**config.mk**
```make
export PLATFORM = sky130hd
export DESIGN_NAME = data_memory_arbiter
export DESIGN_NICKNAME = d
export VERILOG_FILES = /design/src/rtl/data_memory_arbiter.sv
export SDC_FILE = /design/constraint.sdc
export NUM_CORES = 1
export LEC_CHECK = 0
export BUFFER_PORTS_ARGS = -buffer_cell sky130_fd_sc_hd__buf_2
export CAP_MARGIN = 25
export CORE_MARGIN = 2
export CORE_UTILIZATION = 30
export DETAILED_ROUTE_END_ITERATION = 6
export HOLD_SLACK_MARGIN = 0.02
export PLACE_DENSITY = 0.69
export SYNTH_ARGS = -nofsm -noshare
export SYNTH_HDL_FRONTEND = slang
export SYNTH_SLANG_ARGS = --single-unit
```
**constraint.sdc**
```tcl
create_clock -name clk -period 2.08 [get_ports clk]
set_input_delay 0.104 -clock clk [delete_from_list [all_inputs] [get_ports clk]]
set_output_delay 0.104 -clock clk [all_outputs]
set_load 0.05 [all_outputs]
```
**src/rtl/data_memory_arbiter.sv**
```systemverilog
// Round-robin arbiter sharing one DataMemory between a CPU port (0) and a
// loader/debug port (1), with per-port locking and address validation.
module data_memory_arbiter #(
  parameter int  depth    = 50,
  parameter int  width    = 32,
  parameter int  BPW      = 4,
  parameter int  LOCK_MAX = 8,
  localparam int AW       = $clog2(depth * BPW)
) (
  input  logic             clk,
  input  logic             reset,
  input  logic             p0_req,
  input  logic             p0_we,
  input  logic             p0_lock,
  input  logic [AW-1:0]    p0_addr,
  input  logic [width-1:0] p0_wdata,
  output logic             p0_gnt,
  output logic             p0_rvalid,
  output logic [width-1:0] p0_rdata,
  output logic             p0_err,
  input  logic             p1_req,
  input  logic             p1_we,
  input  logic             p1_lock,
  input  logic [AW-1:0]    p1_addr,
  input  logic [width-1:0] p1_wdata,
  output logic             p1_gnt,
  output logic             p1_rvalid,
  output logic [width-1:0] p1_rdata,
  output logic             p1_err,
  output logic [AW-1:0]    mem_read_address,
  output logic [AW-1:0]    mem_write_address,
  output logic [width-1:0] mem_write_data,
  output logic             mem_write_en,
  output logic             mem_read_en,
  input  logic [width-1:0] mem_read_data
);

  localparam int          CW        = (LOCK_MAX > 1) ? $clog2(LOCK_MAX) : 1;
  localparam logic [CW-1:0] LOCK_LAST = CW'(LOCK_MAX - 1);
  localparam logic [AW:0]   ADDR_END  = (AW + 1)'(depth * BPW);

  typedef enum logic [1:0] {OPEN, LOCK0, LOCK1} state_e;

  state_e           state_q, state_d;
  logic             rr_ptr_q, rr_ptr_d;
  logic [CW-1:0]    lock_cnt_q, lock_cnt_d;
  logic [1:0]       rvalid_q, rvalid_d;
  logic [1:0]       err_q, err_d;
  logic [width-1:0] rdata_q [2];
  logic [width-1:0] rdata_d [2];

  logic [1:0]       req, we, lk, gnt;
  logic [AW-1:0]    addr  [2];
  logic [width-1:0] wdata [2];
  logic             sel, acc, bad, ok;
  logic [AW-1:0]    s_addr;

  assign req      = {p1_req, p0_req};
  assign we       = {p1_we, p0_we};
  assign lk       = {p1_lock, p0_lock};
  assign addr[0]  = p0_addr;
  assign addr[1]  = p1_addr;
  assign wdata[0] = p0_wdata;
  assign wdata[1] = p1_wdata;

  // NOTE: every always_comb output gets a default first so no path can infer a latch.
  always_comb begin
    gnt = '0;
    if (!reset) begin
      case (state_q)
        OPEN:    gnt = (req == 2'b11) ? (rr_ptr_q ? 2'b10 : 2'b01) : req;
        LOCK0:   gnt = {1'b0, req[0]};
        LOCK1:   gnt = {req[1], 1'b0};
        default: gnt = '0;
      endcase
    end
  end

  // A bad address is still granted (consumed) but never reaches memory.
  assign sel    = gnt[1];
  assign acc    = |gnt;
  assign s_addr = addr[sel];
  assign bad    = ((s_addr % AW'(BPW)) != '0) || ({1'b0, s_addr} >= ADDR_END);
  assign ok     = acc && !bad;

  assign mem_read_en       = ok && !we[sel];
  assign mem_write_en      = ok && we[sel];
  assign mem_read_address  = mem_read_en  ? s_addr     : '0;
  assign mem_write_address = mem_write_en ? s_addr     : '0;
  assign mem_write_data    = mem_write_en ? wdata[sel] : '0;

  always_comb begin
    state_d    = state_q;
    rr_ptr_d   = rr_ptr_q;
    lock_cnt_d = lock_cnt_q;
    case (state_q)
      OPEN: begin
        if (req == 2'b11 && acc) rr_ptr_d = ~sel;
        if (ok && lk[sel]) begin
          state_d    = sel ? LOCK1 : LOCK0;
          lock_cnt_d = '0;
        end
      end
      LOCK0, LOCK1: begin
        lock_cnt_d = lock_cnt_q + CW'(1);
        if (lock_cnt_q == LOCK_LAST) begin
          state_d    = OPEN;
          rr_ptr_d   = (state_q == LOCK0);
          lock_cnt_d = '0;
        end else if (acc && (bad || !lk[sel])) begin
          state_d    = OPEN;
          lock_cnt_d = '0;
        end
      end
      default: state_d = OPEN;
    endcase

    rvalid_d = gnt & {2{mem_read_en}};
    err_d    = gnt & {2{acc && bad}};
    for (int i = 0; i < 2; i++) rdata_d[i] = rvalid_d[i] ? mem_read_data : rdata_q[i];
  end

  // NOTE: sequential state uses non-blocking assignments so all flops update together.
  always_ff @(posedge clk) begin
    if (reset) begin
      state_q    <= OPEN;
      rr_ptr_q   <= 1'b0;
      lock_cnt_q <= '0;
      rvalid_q   <= '0;
      err_q      <= '0;
      rdata_q[0] <= '0;
      rdata_q[1] <= '0;
    end else begin
      state_q    <= state_d;
      rr_ptr_q   <= rr_ptr_d;
      lock_cnt_q <= lock_cnt_d;
      rvalid_q   <= rvalid_d;
      err_q      <= err_d;
      rdata_q[0] <= rdata_d[0];
      rdata_q[1] <= rdata_d[1];
    end
  end

  // Masking with reset hides a pulse left over from the grant just before reset.
  assign p0_gnt    = gnt[0];
  assign p1_gnt    = gnt[1];
  assign p0_rvalid = rvalid_q[0] && !reset;
  assign p1_rvalid = rvalid_q[1] && !reset;
  assign p0_err    = err_q[0] && !reset;
  assign p1_err    = err_q[1] && !reset;
  assign p0_rdata  = reset ? '0 : rdata_q[0];
  assign p1_rdata  = reset ? '0 : rdata_q[1];

endmodule

```
* After elaboration in Yosys (flattened, before gate mapping)
Memory sizes are Yosys's and may differ from the RTL's.
Cells that the tools add are included.
** Storage, ports and cells
- Input bits :: 120
- Register bits :: 10
- Output and inout bits :: 120
- Word-level logic and storage cells :: 87
- Bits in writable memories :: 64
- Memories kept :: 1
** Memory list
- rdata_q :: depth 2, bits a word 32, rd ports 2, clocked after Yosys merged registers in 0, write ports 2, line 49 : logic [width-1:0] rdata_q [2];
** Operators by class
- Bitwise logic cells :: 6
- Reductions and logical operators :: 25
- Order comparisons :: 3
- Add/subtract/negate cells :: 1
- Equality and inequality tests :: 8
- Muxes and demuxes :: 38
** Operators with widths (count)
- 32-bit 2-to-1 mux :: 10
- 8-bit 2-to-1 mux :: 5
- 2-bit 2-to-1 mux :: 7
- 1-bit logical AND :: 11
- 1-bit 2-to-1 mux :: 9
- 3-bit 2-to-1 mux :: 3
- 8-bit >= comparator, second input constant :: 1
- 8-bit nonzero test :: 1
- 2-bit inequality test, second input constant :: 3
- 2-bit case mux with 3 select lines :: 1
- 3-bit case mux with 2 select lines :: 1
- 2-bit bitwise AND :: 2
- 2-bit == test, second input constant :: 2
- 1-bit zero test :: 4
- 2-bit case mux with 2 select lines :: 1
- 2-bit AND reduction :: 2
- 2-bit OR reduction :: 2
- 3-bit by 1-bit adder with 3-bit output, second input constant :: 1
- 3-bit == test, second input constant :: 1
- 3-bit inequality test, second input constant :: 1
- 3-bit AND reduction :: 1
- 2-bit by 1-bit == test with 1-bit output, second input constant :: 1
- 2-bit >= comparator, second input constant :: 1
- 2-bit zero test :: 1
- other kinds (7) :: 9

* Longest topological paths before layout
Gate-level depths: netlist of the first run.
- Depth after elaboration :: 16
- Mapped depth :: 11
- Mapped depth without buffers :: 9

* Worst setup path after synthesis of the first run
OpenSTA, ideal clock, no wires.
- Kind :: register to output
- Start :: register state_q[0]
- End :: output port mem_write_data[22]
- Cell stages (with the launch flop) :: 11
- Required time :: 1.976 ns
- Slack :: -0.821 ns
- Data arrival time :: 2.797 ns
- Buffers on the path :: 3
- Path through :: dfxtp_1 > inv_1 > ha_1 > buf_4 > a21o_1 > nand3_4 > inv_1 > buf_2 > buf_1 > nand2_1 > a21oi_1
** On the way
- Cells in the longest elaborated chain, start to end :: 13
- Elaborated cells on any way between the ends :: 22
- Those cells by class :: order compare (1); eq/ne (2); mux (11); bitwise (1); reduce/logical (7)
** RTL lines
- start: declaration :: line 44 : state_e state_q, state_d;
- start signal: assignment :: line 134 : state_q <= state_d;
- 2-bit == test, or another cell as far along :: line 70 : case (state_q)
- 2-bit case mux with 3 select lines * :: line 70
- 2-bit 2-to-1 mux * :: line 69 : if (!reset) begin
- net p1_gnt :: line 26 : output logic p1_gnt,
- 1-bit NOT with 2-bit output (implied by the code) :: line 82, 90
- 8-bit 2-to-1 mux (implied by the code) (3 in a row) :: line 82 : assign s_addr = addr[sel];
- 8-bit >= comparator or 8-bit nonzero test (tied branches) :: line 83 : assign bad = ((s_addr % AW'(BPW)) != '0) || ({1'b0, s_addr} >= ADDR_END);
- 1-bit logical OR :: line 83
- 1-bit zero test :: line 84 : assign ok = acc && !bad;
- 1-bit logical AND :: line 84
- 1-bit logical AND :: line 87 : assign mem_write_en = ok && we[sel];
- 32-bit 2-to-1 mux * :: line 90 : assign mem_write_data = mem_write_en ? wdata[sel] : '0;
- end: declaration :: line 32 : output logic [width-1:0] mem_write_data,
Mark *: on every way through the listed nets, which the timed path passes. The rest lies on a longest branch. The select of a mux whose other input is x is not followed.

* Worst setup path after layout of the first run
- Start :: register state_q[1]
- End :: output port mem_write_data[9]
** On the way
- Cells in the longest elaborated chain, start to end :: 13
- Elaborated cells on any way between the ends :: 22
- Those cells by class :: order compare (1); eq/ne (2); mux (11); bitwise (1); reduce/logical (7)
** RTL lines (line)
- 2-bit == test, or another cell as far along :: 70
- 2-bit case mux with 3 select lines * :: 70
- 2-bit 2-to-1 mux * :: 69
- 1-bit NOT with 2-bit output (implied by the code) :: 82, 90
- 8-bit 2-to-1 mux (implied by the code) (3 in a row) :: 82
- 8-bit >= comparator or 8-bit nonzero test (tied branches) :: 83
- 1-bit logical OR :: 83
- 1-bit zero test :: 84
- 1-bit logical AND :: 84
- 1-bit logical AND :: 87
- 32-bit 2-to-1 mux * :: 90
Every way passes the cells marked *; elsewhere a longest branch is shown, timed or not. The select of a mux whose other input is x is not followed.

==> results of run 1 <==
worst min path at each step:
stage	from	endpoint	cells past startpoint
2_1_floorplan	mem_read_data[20]	rdata_q[0][20]$_SDFFE_PP0P_	1
3_3_place_gp	mem_read_data[22]	rdata_q[0][22]$_SDFFE_PP0P_	2
3_5_place_dp	mem_read_data[22]	rdata_q[0][22]$_SDFFE_PP0P_	2
4_1_cts	mem_read_data[3]	rdata_q[0][3]$_SDFFE_PP0P_	2
5_1_grt	mem_read_data[3]	rdata_q[0][3]$_SDFFE_PP0P_	2
6_report	mem_read_data[2]	rdata_q[0][2]$_SDFFE_PP0P_	2
Yosys cell counts:
cell / number
a21bo_2: 1
a21boi_1: 1
a21o_1: 1
a21oi_1: 66
a31oi_1: 3
a41oi_1: 1
and2_1: 1
buf_1: 3
buf_2: 7
buf_4: 12
clkbuf_1: 17
conb_1: 1
dfxtp_1: 74
ha_1: 6
inv_1: 8
inv_2: 2
mux2_1: 11
mux2_2: 22
mux2i_1: 8
mux2i_2: 1
nand2_1: 139
nand2b_1: 2
nand3_1: 8
nand3_4: 1
nand4_1: 2
nor2_1: 17
nor2_4: 1
nor2b_1: 72
nor3_1: 2
o211ai_1: 1
o211ai_2: 2
o21ai_0: 2
o21ai_1: 1
o21ai_2: 1
o22a_1: 1
o22ai_2: 1
o311ai_0: 1
o311ai_1: 2
o41ai_1: 1
or3_1: 1
logic make-up (layout without fill, tap and decap cells):
| kind of cell | Yosys count | after routing | synth area share |
|---|---|---|---|
| buffers and inverters | 49 | 339 | 0.0608 |
| muxes | 42 | 42 | 0.119 |
| AOI/OAI and AO/OA | 86 | 86 | 0.127 |
| DFF | 74 | 74 | 0.379 |
| adders and majority gates | 6 | 6 | 0.0192 |
| other | 1 | 8 | 0.000959 |
| and+or+nand+nor | 246 | 246 | 0.295 |
metrics by stage:
stage               TNS (ns)  power [mW]  setup WS (ns)
floorplan              -2.27        1.85        -0.0867
global placement     -0.0158        2.07       -0.00614
detailed placement    -0.822        2.07        -0.0562
CTS                    -8.02        3.76         -0.216
global route          -22.33        3.91         -0.325
finish                -11.72        3.76         -0.209
placed cells by master, fill, tap and decap left out, types with 2 or more instances in the layout:
cell type and instances:
buf_2 187, nand2_1 137, nor2b_1 72, dfxtp_1 72, buf_6 46, buf_4 37, a21oi_4 32, dlygate4sd3_1 26
a21oi_1 22, mux2_2 22, nor2_4 13, a21oi_2 12, mux2_1 11, clkbuf_16 11, buf_12 8, nand3_1 6
buf_8 6, nor2_1 5, mux2i_1 5, diode_2 4, inv_4 4, conb_1 4, mux2i_4 3, inv_1 3
a31oi_1 3, ha_1 3, nand2b_1 2, o311ai_1 2, nand3_2 2, nand4_1 2, o21ai_0 2, ha_4 2
clkbuf_1 2, clkinv_4 2, clkbuf_8 2, dfxtp_4 2
worst max-delay path: cells and delay by family, from the launching register on:
kind                       cells  cell delay, ns
buffers and inverters          3            0.44
DFF                            1            0.37
and+or+nand+nor                1            0.14
AOI/OAI and AO/OA              4            0.77
adders and majority gates      1            0.15
layer usage:
metal / wire, µm / share of wire / up-vias
met1: 5730 / 0.37 / 2122
met5: 0 / 0 / -
met3: 1250 / 0.081 / 30
met2: 7960 / 0.52 / 211
li1: - / - / 2232
met4: 386 / 0.025 / 0
sequential cells by signal (all words and copies together), names as in the netlist:
name,cells
state_q,2
rvalid_q,2
rr_ptr_q,1
err_q,2
rdata_q,64
lock_cnt_q,3
what timing repair did:
item | in CTS | in global routing
endpoints found under the hold margin | 41 | 0
cloned | 0 | 2
resized for setup | 129 | 35
endpoints found under the setup margin | 63 | 101
pin swaps | 7 | 2
hold buffers | 26 | 0
setup buffers | 9 | 7
final cells by class:
type	count	area, µm²
Fill cell	1074	5470
Multi-Input combinational cell	384	2820
Timing Repair Buffer	313	2300
Sequential cell	74	1490
Clock buffer	13	260
Tap cell	172	215
Inverter	10	58.8
Clock inverter	3	47.5
Antenna cell	4	10.0
where the power goes:
group          internal, mW  leakage (nW)  switching, mW
clock network         0.999         0.150          0.579
registers              1.44         0.599        0.00623
logic                 0.300          2.52          0.433
==> results.yml, run 1 <==
global_route:
  antenna_found_initial: 4
  overflow: 0
  grt_max_degree: 108
  grt.busiest_layer: "met2"
  met1_usage: 0.215
  first_global_vias: 4467
  use_met3: 0.0656
  grt_pass1_wl_um: 22800
  grt.met2_usage: 0.366
  grt.total_usage: 0.201
cts:
  cts_max_level: 3
  cts_tree: "yes"
  clock_sinks: 74
  clk_latency_ns: 0.33
  clockBufferDepth: 2
  clock-root-buffer: "clkbuf_16"
  clk_pin_slew_ns: 0.05
  cts_buffers: 9
floorplan:
  initial_core_util: 0.309
  placementRows: 41
  die_area_um2: 14000
  dieHeight_um: 118
  core_area_um2: 12700
  die_w_um: 118
  ios: 240
final_layout:
  utilization: 0.568
  area_delta_synth_final_pct: 84.1
  layout-drive-gt1-share: 0.514
  final_nets: 918
  fin_area_um2: 7200
  stdcell_count: 973
placed_design:
  dpl.cell_count: 909
  place_congestion: 0.835
  numPortBuffers: 235
  hpwl_um: 10300
  placed_cell_area_um2: 5870
synthesis:
  synthTopCellsByArea: "dfxtp_1 (38%), nand2_1 (13%), nor2b_1 (12%)"
  ys_ff_latch: 74
  yosysUniqueCellTypes: 40
  yosysTopAreaCell: "dfxtp_1"
  yosys_warnings: 0
  syn_avg_cell_area_um2: 7.76
  ys_seq_area_frac: 0.379
  syn_inst: 504
  synth_top_area_frac: 0.379
  syn_area_um2: 3910
setup_path:
  path_cells: "inv_4 -> ha_4 -> a21o_1 -> nand3_4 -> o21ai_4 -> a21bo_4 -> clkbuf_16 -> a21oi_4 -> buf_6"
  arrival_ns: 2.18
  critical_path_class: "register to output pin"
  r2r_start: "state_q[1]$_SDFFE_PP0P_"
  r2r_end: "rdata_q[0][18]$_SDFFE_PP0P_"
  worst_setup_path_start_kind: "register"
  critPathMaxFanout: 8
  r2r_slack_ns: -0.12
  worstSetupStartpoint: "state_q[1]$_SDFFE_PP0P_"
  slowest_stage: "dfxtp_4"
  endpoint_kind: "output pin"
  required_ns: 1.98
  r2r_cells: 10
  cp_slowest_stage_delay_ns: 0.37
  endpoint: "mem_write_data[9]"
pwr:
  ir_drop_v: 0.000544
  power.density_nw_per_um2: 522
  p_leak_nw: 3.27
route:
  drt-wirelength-per-cell_um: 15.7
  drtPass1Iterations: 4
  route.detailed.drc: 0
  drtAntennaViolNets: 0
  wl_um: 15300
  vias: 4595
  via_per_inst: 4.72
  drtIter0Drc: 163
sta:
  postLayoutSetupSlackWorst_ns: -0.209
  period_share: 1.10
  min_period_ns: 2.29
  clock.fmax_ghz: 0.437
  rsz0062_at_grt: "true"
  tightest_slew_ns: 0.533
  hold_viol_final: 0
  setup_violations: 109
  slew_headroom: 0.639
  finalMaxSlewViolations: 0
  finalHoldWorstSlack_ns: 0.0336
  finalClockSkew_ns: 0.00680
job:
  cap_violations: 0
run_status:
  status: "finished with violations"
  failed_checks: "negative setup slack"
worst_hold_path:
  hp-class: "input pin to register"
(Power assumes the default switching activity.)
==> run 2: changes to the inputs <==
--- a/config.mk
+++ b/config.mk
@@ -9,6 +9,7 @@
 export CAP_MARGIN = 25
 export CORE_MARGIN = 2
 export CORE_UTILIZATION = 30
+export CTS_CLUSTER_DIAMETER = 50
 export DETAILED_ROUTE_END_ITERATION = 6
 export HOLD_SLACK_MARGIN = 0.02
 export PLACE_DENSITY = 0.69
==> constraint.sdc (replaced) <==
create_clock -name clk -period 2.08 [get_ports clk]
set_input_delay 0.104 -clock clk [delete_from_list [all_inputs] [get_ports clk]]
set_output_delay 0.104 -clock clk [all_outputs]
set_load 0.02 [all_outputs]
==> run 2 against run 1 <==
Compared with the run above:
- the flow still finishes with violations (negative setup slack)
- sequential cell count stayed put
- largest power group unchanged
- register-to-register slack better by 0.11 ns
- non-clock buffer count is 7 lower
- first-iteration DRC count is 36% higher
- final cell count is 1.1% lower
- via count is 4.1% lower
- cell area is 4.7% lower
- power is 0.31% lower
==> results.yml, run 2 (synthesis gave the netlist of run 1 again) <==
final_layout:
  final_cell_mix: "buf_2 (192), nand2_1 (136), nor2b_1 (72), dfxtp_1 (72), buf_4 (51)"
  area_delta_synth_final_pct: 75.5
  final_nets: 911
  biggestRegsByFlops: "rdata_q: 64 flops, lock_cnt_q: 3 flops"
  largest_register_ffs: 64
  layout-drive-gt1-share: 0.482
  stdcell_count: 962
  final_common_cell: "buf_2"
  regMostFlops: "rdata_q"
  antennaDiodeCount: 0
  utilization: 0.542
setup_path:
  worst_setup_path_start_kind: "register"
  r2r_end: "rdata_q[0][34]$_SDFFE_PP0P_"
  arrival_ns: 2.17
  r2r_cells: 10
  required_ns: 1.98
  endpoint: "mem_write_data[28]"
  r2r_slack_ns: -0.01
  path_cells: "inv_4 -> ha_4 -> a21o_1 -> nand3_4 -> o21ai_4 -> a21bo_4 -> buf_8 -> a21oi_2 -> buf_4"
  r2r_start: "state_q[1]$_SDFFE_PP0P_"
  critical_path_class: "register to output pin"
  critPathMaxFanout: 10
  worstSetupStartpoint: "state_q[1]$_SDFFE_PP0P_"
  slowest_stage: "dfxtp_4"
  endpoint_kind: "output pin"
  cp_slowest_stage_delay_ns: 0.37
pwr:
  power_mw: 3.74
  p_leak_nw: 3.24
  power.density_nw_per_um2: 546
  ir_drop_v: 0.000308
route:
  route.detailed.drc: 0
  drtPass1Iterations: 5
  drtIter0Drc: 221
  vias: 4408
  via_per_inst: 4.58
  drtAntennaViolNets: 0
  drt-wirelength-per-cell_um: 14.7
  wl_um: 14200
global_route:
  met1_usage: 0.248
  grt.met2_usage: 0.313
  grt_pass1_wl_um: 21500
  first_global_vias: 4134
  overflow: 0
  grt.total_usage: 0.191
  antenna_found_initial: 0
  grt_max_degree: 108
  use_met3: 0.0415
  grt.busiest_layer: "met2"
placed_design:
  dpl.cell_count: 896
  hpwl_um: 9420
  numPortBuffers: 235
  place_congestion: 0.896
  dpl_worst_slack_ns: -0.0349
run_status:
  failed_checks: "negative setup slack"
  status: "finished with violations"
sta:
  slew_headroom: 0.634
  hold_viol_final: 0
  tightest_slew_ns: 0.541
  period_share: 1.09
  postLayoutSetupSlackWorst_ns: -0.190
  finalClockSkew_ns: 0.00923
  clock.fmax_ghz: 0.441
  min_period_ns: 2.27
  finalMaxSlewViolations: 0
  tns_ns: -7.27
  setup_violations: 49
  rsz0062_at_grt: "true"
worst_hold_path:
  hp-class: "input pin to register"
floorplan:
  ios: 240
  dieHeight_um: 118
  placementRows: 41
  core_area_um2: 12700
  die_area_um2: 14000
  die_w_um: 118
  initial_core_util: 0.309
cts:
  clk_latency_ns: 0.33
  clock-root-buffer: "clkbuf_16"
  cts_max_level: 3
  cts_buffers: 9
  clock_sinks: 74
  clk_pin_slew_ns: 0.06
  cts_tree: "yes"
  clockBufferDepth: 2
job:
  cap_violations: 0
run 2: cell types whose count changed in the layout (fill, tap and decap cells not counted), sizes merged:
cell / before / now
clkinvlp: 1 / 0
clkinv: 2 / 0
buf: 284 / 275
bufinv: 1 / 2
dlygate4sd3: 26 / 27
inv: 9 / 10
bufbuf: 0 / 2
diode: 4 / 0
run 2: repair_timing:
action | 4_1_cts | 5_1_grt
gates cloned | 4 | 3
hold endpoints to repair | 43 | 0
hold buffers | 27 | 0
gates resized for setup | 60 | 58
pin swaps | 4 | 10
buffers inserted | 7 | 8
setup endpoints to repair | 58 | 85
run 2: per-stage QoR:
step,area (µm²),hold slack (ns)
finish,6860,0.0326
global route,6860,0.0287
CTS,6480,0.0244
detailed placement,5520,0.335
global placement,5520,0.333
floorplan,4110,0.229
run 2: worst min-delay path by stage:
stage / slack, ns / endpoint / startpoint / cells past startpoint
4_1_cts: 0.02 / rdata_q[0][2]$_SDFFE_PP0P_ / mem_read_data[2] / 2
6_report: 0.03 / rdata_q[0][49]$_SDFFE_PP0P_ / mem_read_data[17] / 3
2_1_floorplan: 0.23 / rdata_q[0][20]$_SDFFE_PP0P_ / mem_read_data[20] / 1
5_1_grt: 0.03 / rdata_q[0][2]$_SDFFE_PP0P_ / mem_read_data[2] / 2
3_5_place_dp: 0.33 / rdata_q[0][21]$_SDFFE_PP0P_ / mem_read_data[21] / 2
3_3_place_gp: 0.33 / rdata_q[0][24]$_SDFFE_PP0P_ / mem_read_data[24] / 2
run 2: area by class of cell:
type,instances,area (µm²)
Multi-Input combinational cell,384,2590
Sequential cell,74,1490
Clock inverter,2,60.1
Inverter,10,42.5
Fill cell,1167,5810
Tap cell,172,215
Clock buffer,14,254
Timing Repair Buffer,306,2210
run 2: layer usage:
| layer | wire, µm | vias up |
|---|---|---|
| met5 | 0 | - |
| li1 | - | 2207 |
| met4 | 282 | 0 |
| met3 | 751 | 21 |
| met2 | 6910 | 154 |
| met1 | 6240 | 2026 |
run 2: critical path, delay by kind of cell, from the launching register on:
kind | cells | cell delay, ns
AOI/OAI and AO/OA | 4 | 0.77
buffers and inverters | 3 | 0.40
DFF | 1 | 0.37
adders and majority gates | 1 | 0.16
and+or+nand+nor | 1 | 0.12
run 2: report_power, final:
group / internal, mW / total, mW / leakage (nW) / switching [mW]
Sequential: 1.44 / 1.45 / 0.599 / 0.00774
Combinational: 0.321 / 0.652 / 2.48 / 0.331
Clock: 1.09 / 1.65 / 0.151 / 0.561
==> run 3: changes to the inputs <==
--- a/config.mk
+++ b/config.mk
@@ -8,11 +8,11 @@
 export BUFFER_PORTS_ARGS = -buffer_cell sky130_fd_sc_hd__buf_2
 export CAP_MARGIN = 25
 export CORE_MARGIN = 2
-export CORE_UTILIZATION = 30
+export CORE_UTILIZATION = 39
 export CTS_CLUSTER_DIAMETER = 50
 export DETAILED_ROUTE_END_ITERATION = 6
 export HOLD_SLACK_MARGIN = 0.02
-export PLACE_DENSITY = 0.69
+export PLACE_DENSITY = 0.84
 export SYNTH_ARGS = -nofsm -noshare
 export SYNTH_HDL_FRONTEND = slang
 export SYNTH_SLANG_ARGS = --single-unit
==> run 3 against run 2 <==
Compared with the run above:
- the flow still finishes with violations (negative setup slack)
- core utilization up 23 points
- clock-buffer cell count is 4 lower
- non-clock buffer count increased by 18
- power is 12% lower
- critical endpoint is now mem_write_data[2]
- largest cell class unchanged
- largest power group is now sequential cells
- highest routed layer unchanged
==> results.yml, run 3 (synthesis gave the netlist of run 1 again) <==
sta:
  tightest_slew_ns: 0.681
  hold_viol_final: 0
  slew_headroom: 0.539
  finalClockSkew_ns: 0.0170
  rsz0062_at_grt: "true"
  finalHoldWorstSlack_ns: 0.205
  tns_ns: -20.55
  finalMaxSlewViolations: 0
  clock.fmax_ghz: 0.408
  period_share: 1.18
  setup_violations: 113
  min_period_ns: 2.45
  postLayoutSetupSlackWorst_ns: -0.368
cts:
  clk_pin_slew_ns: 0.08
  clk_latency_ns: 0.36
  clock_sinks: 74
  cts_buffers: 9
  cts_tree: "yes"
  cts_max_level: 3
  clockBufferDepth: 2
  clock-root-buffer: "clkbuf_8"
setup_path:
  required_ns: 1.98
  worst_setup_path_start_kind: "register"
  critical_path_class: "register to output pin"
  slowest_stage: "dfxtp_4"
  path_cells: "inv_4 -> ha_4 -> buf_4 -> a21oi_2 -> o211ai_4 -> o21ai_4 -> a21bo_4 -> buf_8 -> a21oi_2 -> buf_4"
  arrival_ns: 2.34
  cp_slowest_stage_delay_ns: 0.39
  endpoint_kind: "output pin"
  critPathMaxFanout: 7
floorplan:
  dieHeight_um: 104
  core_area_um2: 9770
  die_w_um: 104
  die_area_um2: 10800
  ios: 240
  placementRows: 36
  initial_core_util: 0.400
run_status:
  failed_checks: "negative setup slack"
  status: "finished with violations"
route:
  via_per_inst: 5.22
  wl_um: 17500
  drtPass1Iterations: 5
  vias: 4913
  drtAntennaViolNets: 0
  route.detailed.drc: 0
  drtIter0Drc: 358
  drt-wirelength-per-cell_um: 18.6
final_layout:
  final_nets: 930
  final_cell_mix: "buf_2 (188), nand2_1 (104), nor2b_1 (72), dfxtp_1 (72), buf_6 (47)"
  largest_register_ffs: 64
  antennaDiodeCount: 0
  layout-drive-gt1-share: 0.593
  area_delta_synth_final_pct: 92.5
  final_common_cell: "buf_2"
  regMostFlops: "rdata_q"
  biggestRegsByFlops: "rdata_q: 64 flops, lock_cnt_q: 3 flops"
placed_design:
  numPortBuffers: 235
  place_congestion: 0.919
  hpwl_um: 9170
job:
  cap_violations: 0
global_route:
  grt.total_usage: 0.247
  grt_pass1_wl_um: 21800
  antenna_found_initial: 0
  overflow: 0
  grt_max_degree: 108
  first_global_vias: 4406
worst_hold_path:
  hp-class: "input pin to register"
pwr:
  power.density_nw_per_um2: 439
  ir_drop_v: 0.000399
  pwr-share-seq: 0.437
  power.switching_uw: 979
  clkPwrFrac: 0.341
  power_mw: 3.31
  p_leak_nw: 3.61
  power.internal_mw: 2.33
  combPwrFrac: 0.222
  netSwitchingFraction: 0.296
run 3: cell type report:
type / count / area [µm²]
multi-input cells: 385 / 3170
repair buffers: 324 / 2450
fillers: 597 / 2240
flip-flops and latches: 74 / 1490
well taps: 133 / 166
clock buffers: 10 / 128
clock inverters: 6 / 65.1
inverters: 10 / 65.1
run 3: worst max-delay path, delay by kind of cell, from the launching register on:
kind                       cells  cell delay [ns]
DFF                            1             0.39
adders and majority gates      1             0.16
buffers and inverters          4             0.51
AOI/OAI and AO/OA              5             0.93
run 3: per-stage QoR:
step | utilization | instances | setup WS, ns | instance area, µm²
CTS | 0.665 | 926 | -0.203 | 6500
global placement | 0.562 | 862 | -0.0519 | 5490
detailed placement | 0.562 | 862 | -0.0949 | 5490
finish | 0.770 | 942 | -0.368 | 7530
global route | 0.770 | 942 | -0.472 | 7530
floorplan | - | 507 | -0.0184 | 4110
run 3: power groups by stage:
stage	Combinational [mW]	Sequential [mW]	Clock, mW
2_1_floorplan	0.261	1.48	0
3_3_place_gp	0.463	1.48	0
3_5_place_dp	0.465	1.48	0
4_1_cts	0.587	1.44	1.13
5_1_grt	0.771	1.45	1.21
6_report	0.734	1.45	1.13
run 3: what timing repair did:
item                       CTS  global route
gates cloned                 2             7
pin swaps                   12            64
resized for setup          101           210
setup buffers               14            10
setup endpoints to repair   79           114
hold endpoints to repair    62             0
hold buffers                32             0
run 3: path summary, 6_finish.rpt:
kind / startpoint / end / slack (ns) / cells after the start
worst max-delay path: state_q[1]$_SDFFE_PP0P_ / mem_write_data[2] / -0.37 / 10
worst min-delay path: p0_req / err_q[0]$_SDFF_PP0_ / 0.20 / 4
worst max register to register: state_q[1]$_SDFFE_PP0P_ / lock_cnt_q[0]$_SDFFE_PP0P_ / -0.22 / 11
worst min register to register: rdata_q[0][34]$_SDFFE_PP0P_ / rdata_q[0][34]$_SDFFE_PP0P_ / 0.46 / 2
run 3: per-layer routing:
layer / wire length, µm / track usage / up-vias
li1: - / - / 2245
met1: 7080 / 0.310 / 2363
met2: 8770 / 0.421 / 250
met3: 1080 / 0.0545 / 55
met4: 590 / 0.0811 / 0
met5: 0 / 0 / -
